$ cat src/rtl/ibuf_ctrl.sv
// Pointer/occupancy controller for the decoded-instruction queue: compacts sparse
// decode lanes onto consecutive tail slots, pops dispatch groups from head, and sequences flush recovery.
module ibuf_ctrl #(
  parameter int QUEUE_DEPTH    = 32,
  parameter int QUEUE_LOG      = 5,
  parameter int FETCH_WIDTH    = 8,
  parameter int DISPATCH_WIDTH = 4,
  parameter int FLUSH_HOLD     = 2
) (
  input  logic                                clk,
  input  logic                                reset,
  input  logic                                flush_i,
  input  logic                                stall_i,
  input  logic                                decodeReady_i,
  input  logic [FETCH_WIDTH-1:0]              decodedVector_i,
  output logic [FETCH_WIDTH-1:0]              we_o,
  output logic [FETCH_WIDTH*QUEUE_LOG-1:0]    wrAddr_o,
  output logic [DISPATCH_WIDTH*QUEUE_LOG-1:0] rdAddr_o,
  output logic                                instBufferReady_o,
  output logic                                dispatch_o,
  output logic                                stallFetch_o,
  output logic [QUEUE_LOG:0]                  instCount_o,
  output logic                                overflow_o
);

  localparam int CW     = QUEUE_LOG + 2;
  localparam int HOLD_W = (FLUSH_HOLD > 1) ? $clog2(FLUSH_HOLD) : 1;

  localparam logic [HOLD_W-1:0]  HOLD_RELOAD = HOLD_W'((FLUSH_HOLD > 0) ? FLUSH_HOLD - 1 : 0);
  localparam logic [QUEUE_LOG:0] STALL_LEVEL = (QUEUE_LOG+1)'(QUEUE_DEPTH - FETCH_WIDTH);
  localparam logic [QUEUE_LOG:0] DISP_LEVEL  = (QUEUE_LOG+1)'(DISPATCH_WIDTH);
  localparam logic [QUEUE_LOG:0] DEPTH_CNT   = (QUEUE_LOG+1)'(QUEUE_DEPTH);
  localparam logic [CW-1:0]      DISP_STEP   = CW'(DISPATCH_WIDTH);
  localparam logic [CW-1:0]      DEPTH_CW    = CW'(QUEUE_DEPTH);

  typedef enum logic {RUN, HOLD} ibufStateT;

  ibufStateT             state, nextState;
  logic [HOLD_W-1:0]     holdCnt, nextHoldCnt;
  logic [QUEUE_LOG-1:0]  head, tail;
  logic [QUEUE_LOG:0]    count, nextCount;
  logic                  overflow;
  logic                  accept;
  logic [CW-1:0]         nWr, nRd, popTotal, running, sumCount;
  logic                  overflowHit;
  logic [QUEUE_LOG-1:0]  laneOffset [FETCH_WIDTH];

  always_ff @(posedge clk or negedge reset) begin
    if (!reset) begin
      state   <= RUN;
      holdCnt <= '0;
    end else begin
      state   <= nextState;
      holdCnt <= nextHoldCnt;
    end
  end

  // A flush always restarts the hold window, even when already holding.
  always_comb begin
    nextState   = state;
    nextHoldCnt = holdCnt;
    if (flush_i) begin
      if (FLUSH_HOLD > 0) begin
        nextState   = HOLD;
        nextHoldCnt = HOLD_RELOAD;
      end else begin
        nextState = RUN;
      end
    end else if (state == HOLD) begin
      if (holdCnt == '0) begin
        nextState = RUN;
      end else begin
        nextHoldCnt = holdCnt - HOLD_W'(1);
      end
    end
  end

  // Accept is gated by reset so no lane write escapes while the block is held in reset.
  always_comb begin
    stallFetch_o      = (state == HOLD) || (count > STALL_LEVEL);
    instBufferReady_o = (state == RUN) && (count >= DISP_LEVEL);
    accept            = reset && decodeReady_i && !stallFetch_o && !flush_i;
    dispatch_o        = instBufferReady_o && !stall_i && !flush_i;
    nRd               = dispatch_o ? DISP_STEP : '0;
    instCount_o       = count;
    overflow_o        = overflow;
  end

  // Lane j lands at tail plus the number of valid lanes below it.
  always_comb begin
    running = '0;
    for (int j = 0; j < FETCH_WIDTH; j++) begin
      laneOffset[j] = running[QUEUE_LOG-1:0];
      running       = running + CW'(decodedVector_i[j]);
    end
    popTotal = running;
  end

  always_comb begin
    we_o     = '0;
    wrAddr_o = '0;
    nWr      = accept ? popTotal : '0;
    for (int j = 0; j < FETCH_WIDTH; j++) begin
      we_o[j]                             = accept && decodedVector_i[j];
      wrAddr_o[j*QUEUE_LOG +: QUEUE_LOG]  = tail + laneOffset[j];
    end
  end

  always_comb begin
    rdAddr_o = '0;
    for (int k = 0; k < DISPATCH_WIDTH; k++) begin
      rdAddr_o[k*QUEUE_LOG +: QUEUE_LOG] = head + QUEUE_LOG'(k);
    end
  end

  // Occupancy is widened so an impossible overshoot is caught rather than wrapping.
  always_comb begin
    sumCount    = {1'b0, count} + nWr - nRd;
    overflowHit = sumCount > DEPTH_CW;
    nextCount   = overflowHit ? DEPTH_CNT : sumCount[QUEUE_LOG:0];
  end

  always_ff @(posedge clk or negedge reset) begin
    if (!reset) begin
      head     <= '0;
      tail     <= '0;
      count    <= '0;
      overflow <= 1'b0;
    end else if (flush_i) begin
      head  <= '0;
      tail  <= '0;
      count <= '0;
    end else begin
      tail  <= tail + nWr[QUEUE_LOG-1:0];
      head  <= head + nRd[QUEUE_LOG-1:0];
      count <= nextCount;
      if (overflowHit) begin
        overflow <= 1'b1;
      end
    end
  end

endmodule

$ cat config.mk
export PLATFORM = sky130hd
export DESIGN_NAME = ibuf_ctrl
export DESIGN_NICKNAME = d
export VERILOG_FILES = /design/src/rtl/ibuf_ctrl.sv
export SDC_FILE = /design/constraint.sdc
export NUM_CORES = 1
export LEC_CHECK = 0
export ABC_AREA = 1
export BUFFER_PORTS_ARGS = -buffer_cell sky130_fd_sc_hd__buf_2
export CORE_AREA = 8 8 83 85
export CTS_BUF_LIST = sky130_fd_sc_hd__clkbuf_8
export CTS_CLUSTER_DIAMETER = 150
export DETAILED_ROUTE_END_ITERATION = 6
export DIE_AREA = 0 0 91 93
export GPL_ROUTABILITY_DRIVEN = 0
export PLACE_DENSITY = 0.79
export SYNTH_ARGS = -nofsm -noshare
export SYNTH_HDL_FRONTEND = slang
export SYNTH_SLANG_ARGS = --single-unit
$ cat constraint.sdc
create_clock -name clk -period 8.55 [get_ports clk]
set_input_delay 1.2825 -clock clk [delete_from_list [all_inputs] [get_ports clk]]
set_output_delay 1.2825 -clock clk [all_outputs]
set_load 0.05 [all_outputs]
==> run metrics, run 1 <==
Routed wire per std cell=13.2 um; area of the die=8460 sq um; Top FF cell, synth=dfrtp_1; pin count of the biggest net entering global routing=19; TritonCTS clock tree=yes; diodes inserted=0; total track usage=0.156; most common cell in the synthesized netlist=inv_1; share of the synthesized area in the top cell type=0.234; post-CTS setup buffers=0; Port Buffers=between 80 and 90; core area=roughly 5700 sq um; crit path time final=about 6100 ps; crit start category=input port; EDFF count, synth=0; Setup crit end kind=output port; Area Growth Syn to Fin=16.0%; Avg Synthesized Cell Area=about 7.7 sq um; Cell Rows=28; register area=425 sq um; asr flop ratio synth=1.00; setup TNS=0 ps; RSZ-0062 raised after global routing=no; Final Cycle Share=0.717; Worst Path Arrival=4850 ps; worst setup margin=2420 ps; Seq/Total Area, Yosys=0.156; Layout Skew=2.64 ps; Final setup viols=0; post-route ant nets=0; Final Hold Fails=0; worst slew pin tran=886 ps; final net count=498; first-pass GRT wire length=11.3 mm; CTS Buf Count=3; share of post-route cells with drive strength above 1=0.288; normalized max-slew margin=0.409; most frequent cells after synthesis=61 x inv_1, 51 x ha_1, 41 x nand2_1; synthesized area=about 2700 sq um; area of the multi-input gates=1940 sq um; CTS root buffer=clkbuf_8; Resize count post-CTS=0; Leak=2.08 nW; hold crit path type=reg -> reg; pre-CTS setup slack=~2300 ps; Power, Total=580 uW; detailed router's first-iteration violation count=35; Ys Warns=0; clock sink count=17; io pins=91; routed vias/inst=4.87; routed wire length=roughly 6.6 mm; Longest Clk Path Bufs=2; DRC Markers=0; Req. time, crit path=7270 ps; DPL Wire Length=5.69 mm; Worst VDD drop=roughly 0.22 mV; fillers=533; Clock Latency Late Sink=240 ps; Cell variety after synth=31; Cells after Synth=353; clock slew at the register clock pins of the worst setup and hold paths=~60 ps; power density over cell area=183 nW/um^2; initial antenna violation count=0; gr ovfl total=0; status=finished, final reports clean; max_cap viols=0; via count=~2.4k; FF+latch count, synth=17; final core occ=0.558; largest cells by area after synthesis=ha_1 23%, dfrtp_1 16%, xor2_1 8.7%, inv_1 8.4%, fa_1 6.6%; crit path kind=in -> out; fmax=163 MHz; Synth area leader=ha_1; CP Max Fanout=5; die width=91 um; fin. max-slew vios=0; H-tree levels=1; vias in the first global route=2,560; drt first pass iters=4; Die Height=93 um; Post-CTS Hold Buffers=0; Initial Util=0.481
-- final timing paths --
| check | startpoint | to | slack [ps] | cells past startpoint |
|---|---|---|---|---|
| worst max-delay path | decodedVector_i[0] | wrAddr_o[39] | 2420 | 20 |
| max in group asynchronous | reset | instCount_o[5] | 7310 | 1 |
| min in group asynchronous | reset | holdCnt | 960 | 1 |
| worst max register to register | instCount_o[2] | overflow_o | 4630 | 16 |
| worst min register to register | overflow_o | overflow_o | 460 | 1 |
| worst min-delay path | overflow_o | overflow_o | 460 | 1 |
-- metrics by stage --
step / cell area [sq um] / hold WS, ps / instances
finish: 3170 / 462 / 499
global route: 3170 / 490 / 499
CTS: 3170 / 468 / 499
detailed placement: 3120 / 446 / 495
global placement: 3120 / 449 / 495
floorplan: 2750 / 458 / 359
-- critical path, cell delays in order --
cell and delay [ps]:
buf_2 130, fa_1 530, ha_1 360, ha_1 220, inv_1 60, nand3_1 70, nand2_1 90, inv_1 90
ha_1 380, nand2_1 130, nand3b_1 120, nand2_1 70, nand2_2 120, inv_1 60, ha_1 310, a21oi_1 170
nand2_1 80, xor2_1 160, xor2_1 150, buf_2 280
-- flip-flops by register name, indices dropped and copies added, names as in the netlist --
signal and cells:
head 3, holdCnt 1, state 1, overflow_o 1, tail 5, instCount_o 6
-- layout make-up --
type / count / share of cell area
timing repair buffer: 82 / 0.130
clock inverter: 1 / 0.00118
tap: 75 / 0.0296
inverter: 66 / 0.0786
clock buffer: 3 / 0.0130
multi-input combinational: 255 / 0.614
sequential: 17 / 0.134
-- logic make-up after synthesis --
| logic type | share of synthesized area |
|---|---|
| and+or+nand+nor | 0.251 |
| buffers and inverters | 0.141 |
| adders and majority gates | 0.300 |
| xor gates and xnor gates | 0.0962 |
| AOI/OAI and AO/OA | 0.0541 |
| DFF | 0.156 |
| other | 0.00275 |
-- power breakdown --
part           total (mW)  internal, mW  leakage [nW]  switching, mW
sequential         0.0956        0.0881         0.224        0.00753
combinational       0.428         0.115          1.83          0.312
clock              0.0565        0.0317        0.0269         0.0248
-- cell usage in the layout (no fill, tap or decap), types with 2 or more instances in the layout --
| cell type | netlist | layout |
|---|---|---|
| a21oi_1 | 14 | 14 |
| a21o_1 | 2 | 2 |
| nor2_1 | 29 | 29 |
| o21ai_0 | 4 | 4 |
| conb_1 | 2 | 8 |
| clkbuf_8 | 0 | 3 |
| nand2_2 | 12 | 12 |
| nor2_4 | 2 | 2 |
| inv_1 | 61 | 62 |
| fa_1 | 9 | 9 |
| nand3_2 | 6 | 6 |
| nor3_1 | 5 | 5 |
| xnor2_1 | 3 | 3 |
| xor2_1 | 27 | 27 |
| nand2_1 | 41 | 41 |
| nor2_2 | 4 | 4 |
| dfrtp_1 | 17 | 17 |
| inv_2 | 4 | 4 |
| ha_1 | 51 | 51 |
| nand2_4 | 7 | 7 |
| buf_2 | 0 | 82 |
| nand3_1 | 23 | 23 |
-- routing by layer --
layer | vias to the layer above | routed length [um] | GRT usage
li1 | 1227 | - | -
met1 | 1113 | 2730 | 0.176
met2 | 87 | 3220 | 0.289
met3 | 4 | 588 | 0.0489
met4 | 0 | 53 | 0.0150
met5 | - | 0 | 0
Note: power is estimated with default switching activity, not from simulation.
==> run 2, diff against run 1 <==
==> constraint.sdc (replaced) <==
create_clock -name clk -period 5.8 [get_ports clk]
set_input_delay 0.87 -clock clk [delete_from_list [all_inputs] [get_ports clk]]
set_output_delay 0.87 -clock clk [all_outputs]
set_load 0.05 [all_outputs]
==> run 2 against run 1 <==
First-iteration DRC count grew 34%. Count of clock-buffer cells in the layout is the same. Via count grew 1.3%. Clock power grew 60%. Critical path type is now in -> reg. Largest power group unchanged. Highest routed layer unchanged.
==> run metrics, run 2 (synthesized netlist as in run 1, its figures left out) <==
vias in the first global route=2,556 (-0.16%); pin count of the biggest net entering global routing=19 (unchanged); Routed wire per std cell=13.7 um (+3.7%); fillers=558 (+4.7%); TritonCTS clock tree=yes; Setup crit end kind=flop; DPL Wire Length=5.74 mm (+0.94%); combinational share of power=0.734 (-0.004); power density over cell area=274 nW/um^2 (+49%); initial antenna violation count=0 (unchanged); CP Max Fanout=6 (+1); CTS root buffer=clkbuf_8; Area Growth Syn to Fin=16.5%; Worst Hold Slack=467 ps (+4.82 ps); net switching power=515 uW (+49%); CP cell instances=buf_2 -> fa_1 -> ha_1 -> ha_1 -> inv_1 -> nand3_1 -> nand2_1 -> inv_1 -> ha_1 -> ha_4 -> ha_1 -> nand3_1 -> nand2_1 -> fa_1 -> inv_1 -> ha_1 -> nand2_1 -> o221ai_1 -> a21oi_1 -> o21bai_1 -> xor2_1 -> nand2_2 -> a21o_1; R2R depth=16 (unchanged); Longest Clk Path Bufs=2 (unchanged); Sw Share=0.591 (-0.00305); Leak=2.08 nW (about the same); Worst VDD drop=0.281 mV (+26%); Final Hold Fails=0 (unchanged); Layout Skew=2.82 ps (+0.178 ps); detailed router's first-iteration violation count=47 (+34%); fin. max-slew vios=0 (unchanged); crit start category=input port; share of post-route cells with drive strength above 1=0.292 (+0.00472); Hold Crit Depth=1 (unchanged); Cell Rows=28 (unchanged); Cell Int Power=356 uW (+51%); clock slew at the register clock pins of the worst setup and hold paths=70 ps (about the same); status=finished, final reports clean; crit path time final=5400 ps; max reg flops=6 (unchanged); clock sink count=17 (unchanged); Final Cycle Share=0.931; final net count=498 (unchanged); setup TNS=0 ps (unchanged); part of the power in registers=0.162 (-0.003); routed vias/inst=4.94 (+1.3%); clock network fraction of total power=0.104 (+0.007); first-pass GRT wire length=11.3 mm (about the same); Top cell by count, worst path=ha_1; die width=91 um (unchanged); CTS Buf Count=3 (unchanged); area of the die=8460 sq um (unchanged); max_cap viols=0 (unchanged); hold crit path type=reg -> reg; diodes inserted=0 (unchanged); Final setup viols=0 (unchanged); CP top delay family=adder cells; Power, Total=871 uW (+50%); WP buf/inv=4 (-1); DRC Markers=0 (unchanged); Initial Util=0.481 (unchanged); fmax=around 190 MHz; gr ovfl total=0 (unchanged); drt first pass iters=4 (unchanged); worst slew pin tran=855 ps (-31.7 ps); Worst Path Arrival=5550 ps (+700 ps); H-tree levels=1 (unchanged); via count=2,463 (+1.3%); Port Buffers=82 (unchanged); normalized max-slew margin=0.430 (+0.0212); io pins=91 (unchanged); crit-path max cell delay=530 ps (about the same); Levels on crit path=23 (+15%); Critical-path top delay cell=fa_1; commonest non-fill, non-tap cells in the layout=82 x buf_2, 62 x inv_1, 50 x ha_1; Clock Latency Late Sink=250 ps (about the same); crit path kind=in -> reg; routed wire length=6.83 mm (+3.7%); post-route ant nets=0 (unchanged); Die Height=93 um (unchanged); total track usage=0.158 (+0.00186); leading cell type in the layout, fill and taps excluded=buf_2; Req. time, crit path=5950 ps (-1320 ps); core area=5680 sq um (unchanged)
## run 2: what timing repair did
action	4_1_cts	5_1_grt
hold endpoints to repair	0	0
resized for setup	0	2
endpoints found under the setup margin	0	6
setup buffers	0	0
hold buffers	0	0
## run 2: worst paths after layout
| kind | start | endpoint | slack, ps |
|---|---|---|---|
| worst max-delay path | decodedVector_i[0] | overflow_o | 400 |
| worst min-delay path | overflow_o | overflow_o | 470 |
| worst max register to register | instCount_o[1] | overflow_o | 2000 |
| worst min register to register | overflow_o | overflow_o | 470 |
| max in group asynchronous | reset | head[3] | 4980 |
| min in group asynchronous | reset | instCount_o[3] | 540 |
## run 2: per-layer routing
layer / vias up / routed length, um / global-route usage
met4: 0 / 72 / 0.0286
met1: 1145 / 2920 / 0.177
li1: 1231 / - / -
met2: 80 / 3360 / 0.291
met3: 7 / 477 / 0.0449
met5: - / 0 / 0
## run 2: worst register-to-register path: stages, from the launching register on
cell	delay (ps)
dfrtp_1	420
o311ai_0	320
nand3_1	160
nor2_1	310
inv_1	290
nor2_1	160
nand2_1	100
fa_1	490
inv_1	50
ha_1	310
nand2_1	60
o221ai_1	240
a21oi_1	100
o21bai_1	170
xor2_1	230
nand2_2	130
a21o_1	170
## run 2: power groups by stage
| stage | sequential (mW) | combinational [mW] | clock [mW] |
|---|---|---|---|
| 2_1_floorplan | 0.174 | 0.489 | 0 |
| 3_3_place_gp | 0.143 | 0.616 | 0 |
| 3_5_place_dp | 0.143 | 0.626 | 0 |
| 4_1_cts | 0.141 | 0.629 | 0.0914 |
| 5_1_grt | 0.143 | 0.706 | 0.0944 |
| 6_report | 0.141 | 0.639 | 0.0903 |
## run 2: area by class of cell
class / instances / area, sq um / area share
multi-input combinational: 255 / 1960 / 0.616
inverter: 66 / 249 / 0.0782
timing repair buffer: 82 / 410 / 0.129
clock buffer: 3 / 41.3 / 0.0130
sequential: 17 / 425 / 0.134
clock inverter: 1 / 3.75 / 0.00118
tap: 75 / 93.8 / 0.0295
## run 2: metrics by stage
| stage | cell area, sq um | cells | utilization | worst slack [ps] |
|---|---|---|---|---|
| finish | 3180 | 499 | 0.561 | 400 |
| global route | 3180 | 499 | 0.561 | -7.79 |
| CTS | 3170 | 499 | 0.558 | 285 |
| detailed placement | 3120 | 495 | 0.550 | 10.8 |
| global placement | 3120 | 495 | 0.550 | 174 |
| floorplan | 2750 | 359 | - | 521 |
==> run 3, diff against run 2 <==
--- a/config.mk
+++ b/config.mk
@@ -7,13 +7,15 @@
 export LEC_CHECK = 0
 export ABC_AREA = 1
 export BUFFER_PORTS_ARGS = -buffer_cell sky130_fd_sc_hd__buf_2
-export CORE_AREA = 8 8 83 85
+export CELL_PAD_IN_SITES_DETAIL_PLACEMENT = 1
+export CELL_PAD_IN_SITES_GLOBAL_PLACEMENT = 1
+export CORE_AREA = 8 8 94 96
 export CTS_BUF_LIST = sky130_fd_sc_hd__clkbuf_8
 export CTS_CLUSTER_DIAMETER = 150
 export DETAILED_ROUTE_END_ITERATION = 6
-export DIE_AREA = 0 0 91 93
+export DIE_AREA = 0 0 102 104
 export GPL_ROUTABILITY_DRIVEN = 0
-export PLACE_DENSITY = 0.79
+export PLACE_DENSITY = 0.84
 export SYNTH_ARGS = -nofsm -noshare
 export SYNTH_HDL_FRONTEND = slang
 export SYNTH_SLANG_ARGS = --single-unit
==> run 3 against run 2 <==
Count of clock-buffer cells in the layout unchanged. Register-to-register slack got worse by 110 ps. Flip-flop and latch count is the same. Die area increased by 25%. Clock power fell by 2%. Clock skew is 4.8 ps higher. Worst setup slack worse by 130 ps. Global-route usage is 0.15 points higher. Critical endpoint unchanged.
==> run metrics, run 3 (synthesized netlist as in run 1, its figures left out) <==
Cell Rows=32 (+14%); commonest non-fill, non-tap cells in the layout=82 x buf_2, 62 x inv_1, 49 x ha_1; Longest Clk Path Bufs=2 (unchanged); Area Growth Syn to Fin=18.2%; Req. time, crit path=5950 ps (about the same); drt first pass iters=4 (unchanged); leading cell type in the layout, fill and taps excluded=buf_2; hold crit path type=reg -> reg; Post-CTS Hold Buffers=0 (unchanged); die width=102 um (+12%); post-route ant nets=0 (unchanged); CTS Buf Count=3 (unchanged); Worst Path Arrival=5680 ps (+130 ps); crit start category=input port; Worst VDD drop=0.238 mV (-15%); core area=7450 sq um (+31%); CP Max Fanout=6 (unchanged); Die Height=104 um (+12%); Final setup viols=0 (unchanged); fmax=181 MHz (-2.4%); share of post-route cells with drive strength above 1=0.301 (+0.00872); status=finished, final reports clean; Routed wire per std cell=15.8 um (+15%); Leak=2.08 nW (about the same); Layout Skew=7.61 ps (+4.79 ps); clock slew at the register clock pins of the worst setup and hold paths=70 ps (about the same); Setup crit end kind=flop; power density over cell area=282 nW/um^2 (+3.2%); fin. max-slew vios=0 (unchanged); CTS root buffer=clkbuf_8; gr ovfl total=0 (unchanged); diodes inserted=0 (unchanged); Initial Util=0.367 (-0.114); area of the die=10,600 sq um (+25%); crit path kind=in -> reg; DPL Wire Length=7.20 mm (+25%); worst slew pin tran=859 ps (+4.55 ps); clock sink count=17 (unchanged); detailed router's first-iteration violation count=40 (-15%); total track usage=0.159 (+0.00153); first-pass GRT wire length=13.9 mm (+23%); normalized max-slew margin=0.427 (-0.00303); Power, Total=911 uW (+4.6%); crit path time final=5530 ps (+132 ps); DRC Markers=0 (unchanged); routed wire length=8.32 mm (+22%); pin count of the biggest net entering global routing=19 (unchanged); setup TNS=0 ps (unchanged); Final Cycle Share=0.954 (+0.0228); fillers=995 (+78%); final net count=499 (+0.20%); Final Hold Fails=0 (unchanged); H-tree levels=1 (unchanged); routed vias/inst=4.83 (-2.0%); vias in the first global route=2,858 (+12%); max_cap viols=0 (unchanged); via count=2,548 (+3.5%); TritonCTS clock tree=yes; Clock Latency Late Sink=250 ps (about the same); Port Buffers=82 (unchanged); io pins=91 (unchanged); Worst Hold Slack=481 ps (+14.7 ps); max reg flops=6 (unchanged); initial antenna violation count=0 (unchanged)
run 3: cell types whose count changed in the layout (fill, tap and decap cells not counted), sizes merged:
cell	previous run	this run
buf	82	83
run 3: path summary, 6_finish.rpt:
kind | from | end | slack [ps] | depth (start not counted)
setup / recovery | decodedVector_i[0] | overflow_o | 270 | 23
hold / removal | overflow_o | overflow_o | 480 | 1
setup reg to reg | instCount_o[2] | overflow_o | 1890 | 16
hold reg to reg | overflow_o | overflow_o | 480 | 1
max in group asynchronous | reset | tail[3] | 4970 | 1
min in group asynchronous | reset | instCount_o[3] | 540 | 1
run 3: final cells by class:
cell class                      instances  area (sq um)  share of cell area
Sequential cell                        17           425               0.132
Clock buffer                            3          41.3              0.0128
Timing Repair Buffer                   83           418               0.129
Tap cell                              102           128              0.0395
Clock inverter                          1          3.75             0.00116
Multi-Input combinational cell        255          1960               0.608
Inverter                               66           249              0.0771
run 3: power breakdown:
| part | leakage [nW] | switching, mW | total, mW | internal (mW) |
|---|---|---|---|---|
| registers | 0.224 | 0.0117 | 0.141 | 0.130 |
| clock network | 0.0269 | 0.0416 | 0.0886 | 0.0470 |
| logic | 1.83 | 0.490 | 0.681 | 0.191 |
| total | 2.08 | 0.543 | 0.911 | 0.368 |
run 3: through the flow:
step / cells / worst slack, ps / cell area [sq um] / util
after floorplan: 359 / 521 / 2750 / -
after global placement: 522 / 158 / 3160 / 0.424
after detailed placement: 522 / -159 / 3160 / 0.424
after CTS: 526 / 98.8 / 3200 / 0.430
after global routing: 527 / -6.17 / 3230 / 0.433
final: 527 / 268 / 3230 / 0.433
run 3: repair_timing:
action | CTS | global route
setup endpoints to repair | 0 | 7
setup buffers | 0 | 1
gates resized for setup | 0 | 5
run 3: layer usage:
| layer | up-vias | track usage | wire (um) |
|---|---|---|---|
| met3 | 6 | 0.0201 | 458 |
| li1 | 1230 | - | - |
| met5 | - | 0 | 0 |
| met2 | 71 | 0.315 | 4540 |
| met4 | 0 | 0.0220 | 79 |
| met1 | 1241 | 0.172 | 3240 |
run 3: worst max-delay path: stages:
cell      delay (ps)
buf_2            140
fa_1             540
ha_1             360
ha_1             230
inv_1             70
nand3_1           70
nand2_1          100
inv_1            100
ha_2             390
ha_2             320
ha_1             230
nand3_1          150
nand2_1          110
fa_1             500
inv_1             50
ha_1             320
nand2_1           70
o221ai_2         210
a21oi_1          110
o21bai_1         170
xor2_1           260
nand2_2          140
a21o_1           180
